**config.mk**
```make
export PLATFORM = sky130hd
export DESIGN_NAME = sevseg_scan_driver
export DESIGN_NICKNAME = d
export VERILOG_FILES = /design/src/rtl/sevseg_pkg.sv /design/src/rtl/sevseg_scan_driver_glyph.sv /design/src/rtl/sevseg_scan_driver.sv
export SDC_FILE = /design/constraint.sdc
export NUM_CORES = 1
export LEC_CHECK = 0
export ABC_AREA = 1
export CAP_MARGIN = 25
export CORE_UTILIZATION = 35
export CTS_CLUSTER_SIZE = 28
export DETAILED_ROUTE_END_ITERATION = 8
export HOLD_SLACK_MARGIN = 0.1
export PLACE_DENSITY_LB_ADDON = 0.25
export SYNTH_ARGS = -nofsm -noshare
export SYNTH_HDL_FRONTEND = slang
export SYNTH_SLANG_ARGS = --single-unit
```
**constraint.sdc**
```tcl
create_clock -name CLK -period 7.2 [get_ports CLK]
set_input_delay 2.16 -clock CLK [delete_from_list [all_inputs] [get_ports CLK]]
set_output_delay 2.16 -clock CLK [all_outputs]
set_load 0.02 [all_outputs]
```
**src/rtl/sevseg_pkg.sv**
```systemverilog
// Shared constants for the seven-segment scan driver: segment bit positions,
// the hex glyph table and the scan-state encoding.
package sevseg_pkg;

    localparam int unsigned SEG_W   = 8;
    localparam int unsigned GLYPH_W = 7;
    localparam int unsigned SEG_A   = 0;
    localparam int unsigned SEG_G   = 6;
    localparam int unsigned SEG_DP  = 7;

    // Active-high gfedcba patterns, entry 0 at the right; b and d are lower case.
    localparam logic [15:0][GLYPH_W-1:0] GLYPH_TABLE = {
        7'h71, 7'h79, 7'h5E, 7'h39, 7'h7C, 7'h77, 7'h6F, 7'h7F,
        7'h07, 7'h7D, 7'h6D, 7'h66, 7'h4F, 7'h5B, 7'h06, 7'h3F
    };

    typedef enum logic {
        ST_IDLE = 1'b0,
        ST_SCAN = 1'b1
    } scan_state_e;

endpackage

```
**src/rtl/sevseg_scan_driver_glyph.sv**
```systemverilog
// Purely combinational nibble-to-glyph lookup (active-high segments a..g).
module hex_glyph_rom
    import sevseg_pkg::*;
(
    input  logic [3:0]         nibble_i,
    output logic [GLYPH_W-1:0] glyph_o
);

    assign glyph_o = GLYPH_TABLE[nibble_i];

endmodule

```
**src/rtl/sevseg_scan_driver.sv**
```systemverilog
// Multiplexed seven-segment scan driver with frame-synchronous shadow update,
// leading-zero blanking and PWM brightness gating of the digit enables.
module sevseg_scan_driver
    import sevseg_pkg::*;
#(
    parameter int unsigned NUM_DIGITS = 4,
    parameter int unsigned SCAN_DIV   = 50000,
    parameter int unsigned DIM_BITS   = 3,
    parameter int unsigned ACTIVE_LOW = 1
) (
    input  logic                    CLK,
    input  logic                    RST,
    input  logic [4*NUM_DIGITS-1:0] digits,
    input  logic [NUM_DIGITS-1:0]   dp,
    input  logic                    load,
    input  logic                    blank_lz,
    input  logic [DIM_BITS-1:0]     brightness,
    output logic [SEG_W-1:0]        SEG,
    output logic [NUM_DIGITS-1:0]   DIGIT,
    output logic                    frame_tick
);

    localparam int unsigned IDX_W = (NUM_DIGITS > 1) ? $clog2(NUM_DIGITS) : 1;
    localparam int unsigned PRE_W = $clog2(SCAN_DIV);
    localparam logic [IDX_W-1:0] IDX_LAST = IDX_W'(NUM_DIGITS - 1);
    localparam logic [PRE_W-1:0] PRE_LAST = PRE_W'(SCAN_DIV - 1);
    localparam logic             POL      = (ACTIVE_LOW != 0);

    scan_state_e                      state_q, state_d;
    logic [PRE_W-1:0]                 presc_q, presc_d;
    logic [IDX_W-1:0]                 idx_q, idx_d;
    logic [DIM_BITS-1:0]              pwm_q, pwm_d;
    logic                             load_pending_q, load_pending_d;
    logic [NUM_DIGITS-1:0][3:0]       stage_dig_q, stage_dig_d;
    logic [NUM_DIGITS-1:0]            stage_dp_q, stage_dp_d;
    logic [NUM_DIGITS-1:0][3:0]       shadow_dig_q, shadow_dig_d;
    logic [NUM_DIGITS-1:0]            shadow_dp_q, shadow_dp_d;
    logic [SEG_W-1:0]                 seg_q, seg_d;
    logic [NUM_DIGITS-1:0]            digit_q, digit_d;
    logic                             frame_tick_q, frame_tick_d;

    logic                             tc, wrap;
    logic [3:0]                       cur_nib;
    logic [GLYPH_W-1:0]               glyph;

    // Scan sequencing and load/shadow handshake. The first TC after reset
    // is treated as a wrap so that scanning always begins at digit 0.
    always_comb begin
        state_d        = state_q;
        presc_d        = presc_q + PRE_W'(1);
        idx_d          = idx_q;
        pwm_d          = pwm_q + DIM_BITS'(1);
        load_pending_d = load_pending_q;
        stage_dig_d    = stage_dig_q;
        stage_dp_d     = stage_dp_q;
        shadow_dig_d   = shadow_dig_q;
        shadow_dp_d    = shadow_dp_q;

        tc   = (presc_q == PRE_LAST);
        wrap = tc && ((state_q == ST_IDLE) || (idx_q == IDX_LAST));

        if (tc) begin
            presc_d = '0;
            state_d = ST_SCAN;
            idx_d   = wrap ? '0 : idx_q + IDX_W'(1);
        end

        // A load landing on the wrap TC defers the copy by one full frame.
        if (wrap && load_pending_q && !load) begin
            shadow_dig_d = stage_dig_q;
            shadow_dp_d  = stage_dp_q;
        end

        if (load) begin
            stage_dig_d    = digits;
            stage_dp_d     = dp;
            load_pending_d = 1'b1;
        end else if (wrap) begin
            load_pending_d = 1'b0;
        end
    end

    assign cur_nib = shadow_dig_d[idx_d];

    hex_glyph_rom u_glyph (
        .nibble_i (cur_nib),
        .glyph_o  (glyph)
    );

    // Output decode for the slot that starts on the coming edge.
    always_comb begin
        logic                  zero_above;
        logic [NUM_DIGITS-1:0] lz;
        logic                  blank;
        logic                  run;
        logic [SEG_W-1:0]      seg_act;
        logic [NUM_DIGITS-1:0] digit_act;

        zero_above = 1'b1;
        lz         = '0;
        seg_act    = '0;
        digit_act  = '0;
        run        = (state_d == ST_SCAN);

        for (int i = int'(NUM_DIGITS) - 1; i >= 0; i--) begin
            zero_above = zero_above && (shadow_dig_d[i] == 4'd0);
            lz[i]      = zero_above;
        end
        blank = blank_lz && (idx_d != '0) && lz[idx_d];

        seg_act[SEG_G:SEG_A] = blank ? '0 : glyph;
        seg_act[SEG_DP]      = shadow_dp_d[idx_d];
        if (run && (pwm_d <= brightness)) begin
            digit_act[idx_d] = 1'b1;
        end

        seg_d        = (run ? seg_act : '0) ^ {SEG_W{POL}};
        digit_d      = digit_act ^ {NUM_DIGITS{POL}};
        frame_tick_d = wrap;
    end

    always_ff @(posedge CLK or posedge RST) begin
        if (RST) begin
            state_q        <= ST_IDLE;
            presc_q        <= '0;
            idx_q          <= '0;
            pwm_q          <= '0;
            load_pending_q <= 1'b0;
            stage_dig_q    <= '0;
            stage_dp_q     <= '0;
            shadow_dig_q   <= '0;
            shadow_dp_q    <= '0;
            seg_q          <= {SEG_W{POL}};
            digit_q        <= {NUM_DIGITS{POL}};
            frame_tick_q   <= 1'b0;
        end else begin
            state_q        <= state_d;
            presc_q        <= presc_d;
            idx_q          <= idx_d;
            pwm_q          <= pwm_d;
            load_pending_q <= load_pending_d;
            stage_dig_q    <= stage_dig_d;
            stage_dp_q     <= stage_dp_d;
            shadow_dig_q   <= shadow_dig_d;
            shadow_dp_q    <= shadow_dp_d;
            seg_q          <= seg_d;
            digit_q        <= digit_d;
            frame_tick_q   <= frame_tick_d;
        end
    end

    assign SEG        = seg_q;
    assign DIGIT      = digit_q;
    assign frame_tick = frame_tick_q;

endmodule

```
======== Word-level counts from Yosys, hierarchy flattened ========
Memories as Yosys holds them, arrays and structs flattened.
Cells that the tools add are included.
W data, S select, Z words.
word-level totals
  bits in registers ....................... 76
  bits in read-only memories .............. 112
  input port bits ......................... 27
  output and inout port bits .............. 13
  memories ................................ 1
cells by class
  add/sub/neg operators ................... 3
  $lt $le $gt $ge ......................... 4
  equal/unequal tests ..................... 2
  mux-type cells .......................... 20
  bitwise logic cells ..................... 3
  reductions and logical operators ........ 18
memory list
  name             depth  bits a word  read ports  clocked after memory_dff  wr ports  RTL line                       text
  (no name shown)  16     7            1           0                         0         sevseg_scan_driver_glyph.sv:9  assign glyph_o = GLYPH_TABLE[nibble_i];
operator list
  kind                     number
  $mux W16                 2
  $add A16 B1 Y16 const B  1
  $eq A16 B16 Y1 const B   1
  $logic_not A4 Y1         4
  $mux W7                  2
  $mux W4                  3
  $logic_and A1 B1 Y1      10
  $bmux W4 S2              1
  $mux W8                  1
  $not A8 Y8               1
  $mux W1                  6
  $lt A4 B5 Y1 const B     1
  $bmux W1 S2              2
  $mux W2                  2
  $not A4 Y4               1
  $reduce_bool A2 Y1       2
  $add A3 B1 Y3 const B    1
  $le A3 B3 Y1             1
  $lt A2 B3 Y1 const B     1
  $add A2 B1 Y2 const B    1
  $demux W1 S2             1
  $eq A2 B2 Y1 const B     1
  $ge A2 B1 Y1 const B     1
  $logic_not A1 Y1         1
  other kinds (2)          2

======== Longest topological paths before layout ========
Gate-level depths: netlist (run 1).
  depth after elaboration ................. 16
  gate-level depth with buffers ........... 18
  depth with buffers taken out ............ 18

======== By module ========
A second synthesis (run 1) with hierarchy kept.
unflattened totals
  cell total of the unflattened synthesis .. 460
  area, all modules ....................... 3,853.7 um2
modules (own cells, without submodules)
  module              times used  cells each  area each (um2)
  sevseg_scan_driver  1           408         3,583.4
  hex_glyph_rom       1           52          270.3

======== Worst setup path before layout (run 1) ========
Ideal clock, no wire load.
  kind .................................... input -> register
  start point ............................. in load
  end point ............................... reg seg_q[3] (netlist: SEG[3])
  setup time .............................. 90 ps
  arrival ................................. 3,757 ps
  path slack .............................. 3,353 ps
  stages on the path ...................... 14
  cell sequence ........................... nor2_2 -> nand4_4 -> inv_2 -> buf_6 -> nand2_1 -> nand3_1 -> nand2_1 -> nor2_4 -> inv_2 -> ha_1 -> inv_1 -> nand2_2 -> nand3_1 -> nand3_1
between the ends
  longest elaborated chain between the ends .. 13
  elaborated cells on any way between the ends .. 20
RTL lines
  element                                                                 RTL line                   text
  from (decl)                                                             sevseg_scan_driver.sv:15   input logic load,
  $logic_not A1 Y1 *                                                      sevseg_scan_driver.sv:69   if (wrap && load_pending_q && !load) begin
  $logic_and A1 B1 Y1 *                                                   sevseg_scan_driver.sv:69
  $mux W16 *                                                              sevseg_scan_driver.sv:69
  parallel branches: the longest is 7 deep, another holds $mem_v2 Z16 W7  -
  $mux W7 *                                                               sevseg_scan_driver.sv:111  seg_act[SEG_G:SEG_A] = blank ? '0 : glyph;
  $mux W8 *                                                               sevseg_scan_driver.sv:117  seg_d = (run ? seg_act : '0) ^ {SEG_W{POL}};
  $not A8 Y8 (no source line) *                                           -
  via seg_d[3]                                                            sevseg_scan_driver.sv:38   logic [SEG_W-1:0] seg_q, seg_d;
  to (signal assigned)                                                    sevseg_scan_driver.sv:133  seg_q <= {SEG_W{POL}};
  to (signal assigned)                                                    sevseg_scan_driver.sv:146  seg_q <= seg_d;
  to (decl)                                                               sevseg_scan_driver.sv:38
Mark *: on every way through the listed nets, which the timed path passes. The select of a mux whose other input is x is not followed.
A chain may end at the register's enable or synchronous reset.

======== Worst setup path after layout (run 1) ========
Ends and elaborated chain as after synthesis.

==> results of run 1 <==
==> cells by family (layout without fill, tap and decap cells) <==
group | count (synthesis) | after routing | synth area share (%)
fa+ha+maj | 12 | 12 | 3.89
flops | 76 | 76 | 49.6
xor+xnor | 4 | 4 | 0.907
buf+inv | 101 | 152 | 10.4
simple gates | 244 | 244 | 29.1
compound gates | 43 | 43 | 6.06
==> flip-flops by register name, summed over array words and instances (netlist names) <==
| register | cells |
|---|---|
| DIGIT | 4 |
| stage_dp_q | 4 |
| presc_q | 16 |
| idx_q | 2 |
| shadow_dig_q | 16 |
| shadow_dp_q | 4 |
| state_q | 1 |
| load_pending_q | 1 |
| SEG | 8 |
| pwm_q | 3 |
| stage_dig_q | 16 |
| frame_tick | 1 |
==> stage by stage <==
stage	util, %	hold slack (ps)	area [sq um]
after detailed placement	41.8	453	4390
final	43.9	463	4610
after global routing	43.9	488	4610
after CTS	43.6	468	4580
after floorplan	-	426	3860
after global placement	41.8	447	4390
==> cell usage in the layout, fill, tap and decap left out, types with 3 or more instances in the layout <==
cell,n
dfrtp_1,64
o21ai_1,3
xor2_1,4
inv_2,11
o21ai_0,30
clkdlybuf4s50_1,39
nor2_2,8
nand3_1,39
nand2_2,9
clkbuf_8,9
nand2_1,134
nor2_4,4
inv_1,80
nand4_1,8
clkinv_1,3
nor2_1,30
a21oi_1,4
ha_1,12
dfstp_2,12
nor3_1,4
==> area by class of cell <==
class                      instances  area share, %
sequential                        76           41.6
inverter                          94           7.65
clock buffer                      10           2.77
timing repair buffer              42           9.39
tap                              136           3.69
multi-input combinational        303           33.5
clock inverter                     6           1.38
==> layer usage <==
metal,GRT usage (%),vias to the layer above,part of all wire [%],wire (um)
met3,4.44,10,3.7,294
li1,-,1577,-,-
met1,19.4,1433,47,3730
met5,0,-,0,0
met2,26.2,45,48,3790
met4,5.19,0,1.5,116
==> power breakdown <==
group	internal, W	switching, W	total (W)
Combinational	0.0000202	0.0000242	0.0000445
Clock	0.000160	0.000163	0.000324
Sequential	0.000437	0.00000298	0.000440
Total	0.000617	0.000191	0.000808
==> worst max-delay path by stage <==
| stage | from | endpoint | slack, ps | cells past startpoint |
|---|---|---|---|---|
| after floorplan | RST | frame_tick | 3120 | 1 |
| after global placement | load | SEG[3] | 2390 | 13 |
| after detailed placement | load | SEG[3] | 2330 | 15 |
| after global routing | load | SEG[3] | 2370 | 13 |
| final | load | SEG[3] | 2670 | 15 |
| after CTS | load | SEG[3] | 2690 | 13 |
==> impl_metrics.csv, run 1 <==
group,metric,value,unit
status,status,"finished clean",
cells_and_area,multiInputGateArea,1550,sq um
worst_setup_path,crit_fanout,39,
placement,placed_cells,650,
floorplanning,die_area,11500,sq um
logic_synthesis,avgSynthCellArea,8.05,sq um
timing,min_period,4530,ps
clocking,cts_root_buf,"clkbuf_8",
min_path,worstHoldPathCells,1,
timing,tns,0,ps
worst_setup_path,arrival,4790,ps
clocking,post_cts_resized,0,
timing,max_freq,0.221,GHz
global_route,grt_max_degree,77,
power,p_leak,2.29,nW
logic_synthesis,ys_types,32,
min_path,worstHoldEndpoint,"presc_q[0]",
timing,worst_slack,2670,ps
power,p_total,0.000808,W
detailed_routing,num_vias,3065,
global_route,grt_usage,15.7,%
clocking,cts_buffers,9,
clocking,postCtsHoldBufs,0,
timing,slew_viol_final,0,
worst_setup_path,critical_path.top_delay_family,"simple AND/OR/NAND/NOR gates",
logic_synthesis,synth_most_common_cell,"nand2_1",
clocking,clock_latency,350,ps
worst_setup_path,regToRegEndpoint,"SEG[3]",
detailed_routing,post_drt_wl_per_cell,11.9,um
timing,finalHoldViolations,0,
worst_setup_path,critPathSlowestCell,"clkdlybuf4s50_1",
clocking,cts_tree,"done",
logic_synthesis,yosysTopAreaCellShare,41.5,%
placement,dp_slack,2330,ps
cells_and_area,n_antenna_cell,0,
cells_and_area,fill_cells,1029,
detailed_routing,drt_first_pass_iters,4,
clocking,cts_sinks,76,
logic_synthesis,ys_seq_area_share,49.6,%
floorplanning,die_x,107,um
logic_synthesis,synth_area_leaders,"dfrtp_1 41%, nand2_1 13%, dfstp_2 8.2%",
timing,skew,9.00,ps
logic_synthesis,synth-edff-count,0,
timing,rsz0062_at_grt,"no",
global_route,antenna_found_initial,0,
cells_and_area,ff_latch_area,1920,sq um
cells_and_area,synthToLayoutAreaGrowth,19.3,%
detailed_routing,first_iter_violations,81,
placement,gp_congestion,0.938,
logic_synthesis,synth_common_cells,"134 x nand2_1, 81 x inv_1, 64 x dfrtp_1, 39 x nand3_1",
worst_setup_path,required,7460,ps
run,drv_cap,0,
clocking,clk_pin_slew,80,ps
worst_setup_path,rrSetupSlack,4580,ps
power,powerDensity,175,nW/um^2
worst_setup_path,crit_buf_inv,5,
worst_setup_path,cp-start-kind,"input pin",
worst_setup_path,reg2regPathDepth,17,
clocking,cts_htree_levels,3,
clocking,post-cts-setup-buffers,0,
detailed_routing,drc,0,
worst_setup_path,cp-end-kind,"flip-flop",
global_route,grt-ovfl-total,0,
cells_and_area,layout.nets,565,
detailed_routing,antenna_left,0,
logic_synthesis,async_flop_share,100,%
floorplanning,pin_count,40,
power,peakVddDrop,0.0846,mV
min_path,min-delay-start,"presc_q[0]",
worst_setup_path,critPathMaxStageDelay,390,ps
floorplanning,rows,37,
cells_and_area,instances_no_fill,667,
worst_setup_path,r2r-start,"presc_q[0]",
timing,worst_slew_pin_slew,529,ps
placement,io_buffers,39,
logic_synthesis,synth-warning-count,0,
detailed_routing,wirelength,7930,um
cells_and_area,drive_gt1_share,12.8,%
logic_synthesis,ys_ff_latch,76,
floorplanning,coreArea,10500,sq um
worst_setup_path,path_common_cell,"nand3_1",
timing,fin_crit_sh,62.9,%
logic_synthesis,synth_cells,480,
logic_synthesis,synth_ff_type,"dfrtp_1",
logic_synthesis,yosysTopAreaCell,"dfrtp_1",
detailed_routing,drt-vias-per-instance,4.60,
timing,finalSetupViolations,0,
floorplanning,start_util,36.8,%
logic_synthesis,synth_nets,519,
floorplanning,die_h,107,um
worst_setup_path,crit_type,"input pin to flip-flop",
clocking,cts.path.max_buffers,2,
worst_setup_path,path_cells,"clkdlybuf4s50_1, buf_4, nor2_2, nand4_4, inv_2, nand2_1, nand3_1, nand2_1, nor2_4, inv_2, ha_1, inv_1, nand2_2, nand3_1, nand3_1",
global_route,grt_pass1_wl,14100,um
timing,relSlewSlack,64.4,%
min_path,hold_class,"flip-flop to flip-flop",
logic_synthesis,synth_area,3860,sq um
global_route,grt_pass1_vias,3145,
placement,detailed_place_hpwl,5930,um
Power figures use the tool's default switching activity.
==> inputs of run 2 (changes only) <==
==> constraint.sdc (replaced) <==
create_clock -name CLK -period 4.5 [get_ports CLK]
set_input_delay 1.35 -clock CLK [delete_from_list [all_inputs] [get_ports CLK]]
set_output_delay 1.35 -clock CLK [all_outputs]
set_load 0.02 [all_outputs]
==> impl_metrics.csv, run 2 (same netlist as run 1, synthesis figures left out) <==
group,metric,value,unit
status,status,"finished clean",
min_path,worstHoldEndpoint,"pwm_q[0]",
power,pwr-share-clk,40.4,%
cells_and_area,synthToLayoutAreaGrowth,19.2,%
timing,skew,10.5,ps
worst_setup_path,required,4790,ps
min_path,min-delay-start,"pwm_q[0]",
timing,min_period,3560,ps
clocking,clk_pin_slew,80,ps
clocking,cts_tree,"done",
power,combPwrFrac,5.3,%
worst_setup_path,r2r-start,"presc_q[0]",
timing,max_freq,0.281,GHz
power,p_int,0.00100,W
global_route,grt-ovfl-total,0,
power,powerDensity,281,nW/um^2
clocking,cts.path.max_buffers,2,
detailed_routing,drt-vias-per-instance,4.62,
min_path,worstHoldPathCells,1,
global_route,grt_usage,15.9,%
power,netSwitchingFraction,22.9,%
placement,gp_congestion,0.914,
timing,slew_viol_final,0,
power,p_seq_share,54.3,%
worst_setup_path,rrSetupSlack,1850,ps
cells_and_area,largest_registers,"presc_q (16), shadow_dig_q (16), stage_dig_q (16)",
clocking,cts_root_buf,"clkbuf_8",
clocking,cts_sinks,76,
detailed_routing,wirelength,8030,um
clocking,clock_latency,350,ps
worst_setup_path,crit_type,"input pin to flip-flop",
power,p_leak,2.29,nW
floorplanning,pin_count,40,
timing,relSlewSlack,56.8,%
detailed_routing,antenna_left,0,
placement,detailed_place_hpwl,6050,um
worst_setup_path,reg2regPathDepth,13,
floorplanning,die_x,107,um
cells_and_area,layout.nets,564,
clocking,cts_htree_levels,3,
worst_setup_path,crit_fanout,19,
global_route,grt_max_degree,47,
detailed_routing,drt_first_pass_iters,4,
timing,worst_slack,943,ps
cells_and_area,drive_gt1_share,12.8,%
worst_setup_path,cp-start-kind,"input pin",
global_route,antenna_found_initial,0,
placement,post_dp_cell_area,4400,sq um
timing,finalSetupViolations,0,
min_path,hold_class,"flip-flop to flip-flop",
cells_and_area,layout_common_cells,"134 x nand2_1, 80 x inv_1, 64 x dfrtp_1",
timing,finalHoldViolations,0,
detailed_routing,num_vias,3075,
clocking,post_cts_resized,0,
cells_and_area,final_common_cell,"nand2_1",
timing,rsz0062_at_grt,"no",
cells_and_area,final_area,4600,sq um
run,drv_cap,0,
cells_and_area,n_antenna_cell,0,
timing,worst_slew_pin_slew,647,ps
global_route,grt_pass1_wl,14300,um
floorplanning,coreArea,10500,sq um
worst_setup_path,regToRegEndpoint,"SEG[3]",
detailed_routing,first_iter_violations,176,
power,peakVddDrop,0.137,mV
timing,fin_crit_sh,79.0,%
timing,tns,0,ps
detailed_routing,drc,0,
floorplanning,start_util,36.8,%
floorplanning,die_area,11500,sq um
power,p_total,0.00130,W
placement,io_buffers,39,
floorplanning,die_h,107,um
cells_and_area,fill_cells,1039,
worst_setup_path,arrival,3850,ps
clocking,post-cts-setup-buffers,0,
worst_setup_path,cp-end-kind,"flip-flop",
clocking,cts_buffers,9,
placement,dp_slack,620,ps
floorplanning,rows,37,
worst_setup_path,crit_path_start,"load",
clocking,postCtsHoldBufs,0,
global_route,grt_pass1_vias,3132,
power,p_switching,0.000296,W
detailed_routing,post_drt_wl_per_cell,12.1,um
==> run 2: power groups by stage <==
stage | Combinational (W) | Clock (W) | Sequential [W]
2_1_floorplan | 0.0000341 | 0 | 0.000715
3_3_place_gp | 0.0000703 | 0 | 0.000717
3_5_place_dp | 0.0000711 | 0 | 0.000717
4_1_cts | 0.0000715 | 0.000542 | 0.000704
5_1_grt | 0.0000794 | 0.000575 | 0.000705
6_report | 0.0000688 | 0.000524 | 0.000703
==> run 2: worst max-delay path by stage <==
stage                 end  slack, ps  cells past startpoint
2_1_floorplan  frame_tick       1230                      1
3_3_place_gp       SEG[3]        700                     12
3_5_place_dp       SEG[3]        620                     14
4_1_cts            SEG[3]        980                     12
5_1_grt            SEG[3]        660                     12
6_report           SEG[3]        940                     12
==> run 2: cell type report <==
| class | instances | area [sq um] | area share [%] |
|---|---|---|---|
| clock inverter | 6 | 63.8 | 1.39 |
| clock buffer | 10 | 138 | 2.99 |
| inverter | 94 | 353 | 7.66 |
| timing repair buffer | 41 | 418 | 9.08 |
| sequential | 76 | 1920 | 41.6 |
| multi-input combinational | 303 | 1550 | 33.6 |
| tap | 136 | 170 | 3.70 |
==> run 2: metal layers <==
| metal | part of all wire (%) | wire length, um | track usage [%] |
|---|---|---|---|
| met1 | 47 | 3780 | 19.6 |
| met2 | 48 | 3860 | 27.0 |
| met3 | 3.7 | 300 | 3.89 |
| met4 | 1.1 | 91 | 5.48 |
| met5 | 0 | 0 | 0 |
==> run 2: per-stage QoR <==
step	hold slack, ps	cells	utilization, %
after floorplan	426	480	-
after global placement	455	650	41.9
after detailed placement	455	650	41.9
after CTS	470	666	43.8
after global routing	480	666	43.8
final	461	666	43.8
==> run 2: worst max-delay path, cell delays in order <==
cell,delay (ps)
clkdlybuf4s50_1,430
nor2_2,380
nand4_4,320
inv_2,280
nand2_1,100
nand3_1,90
nand2_1,50
nor2_1,290
ha_1,310
nand2_1,70
nand3_1,70
nand3_1,90
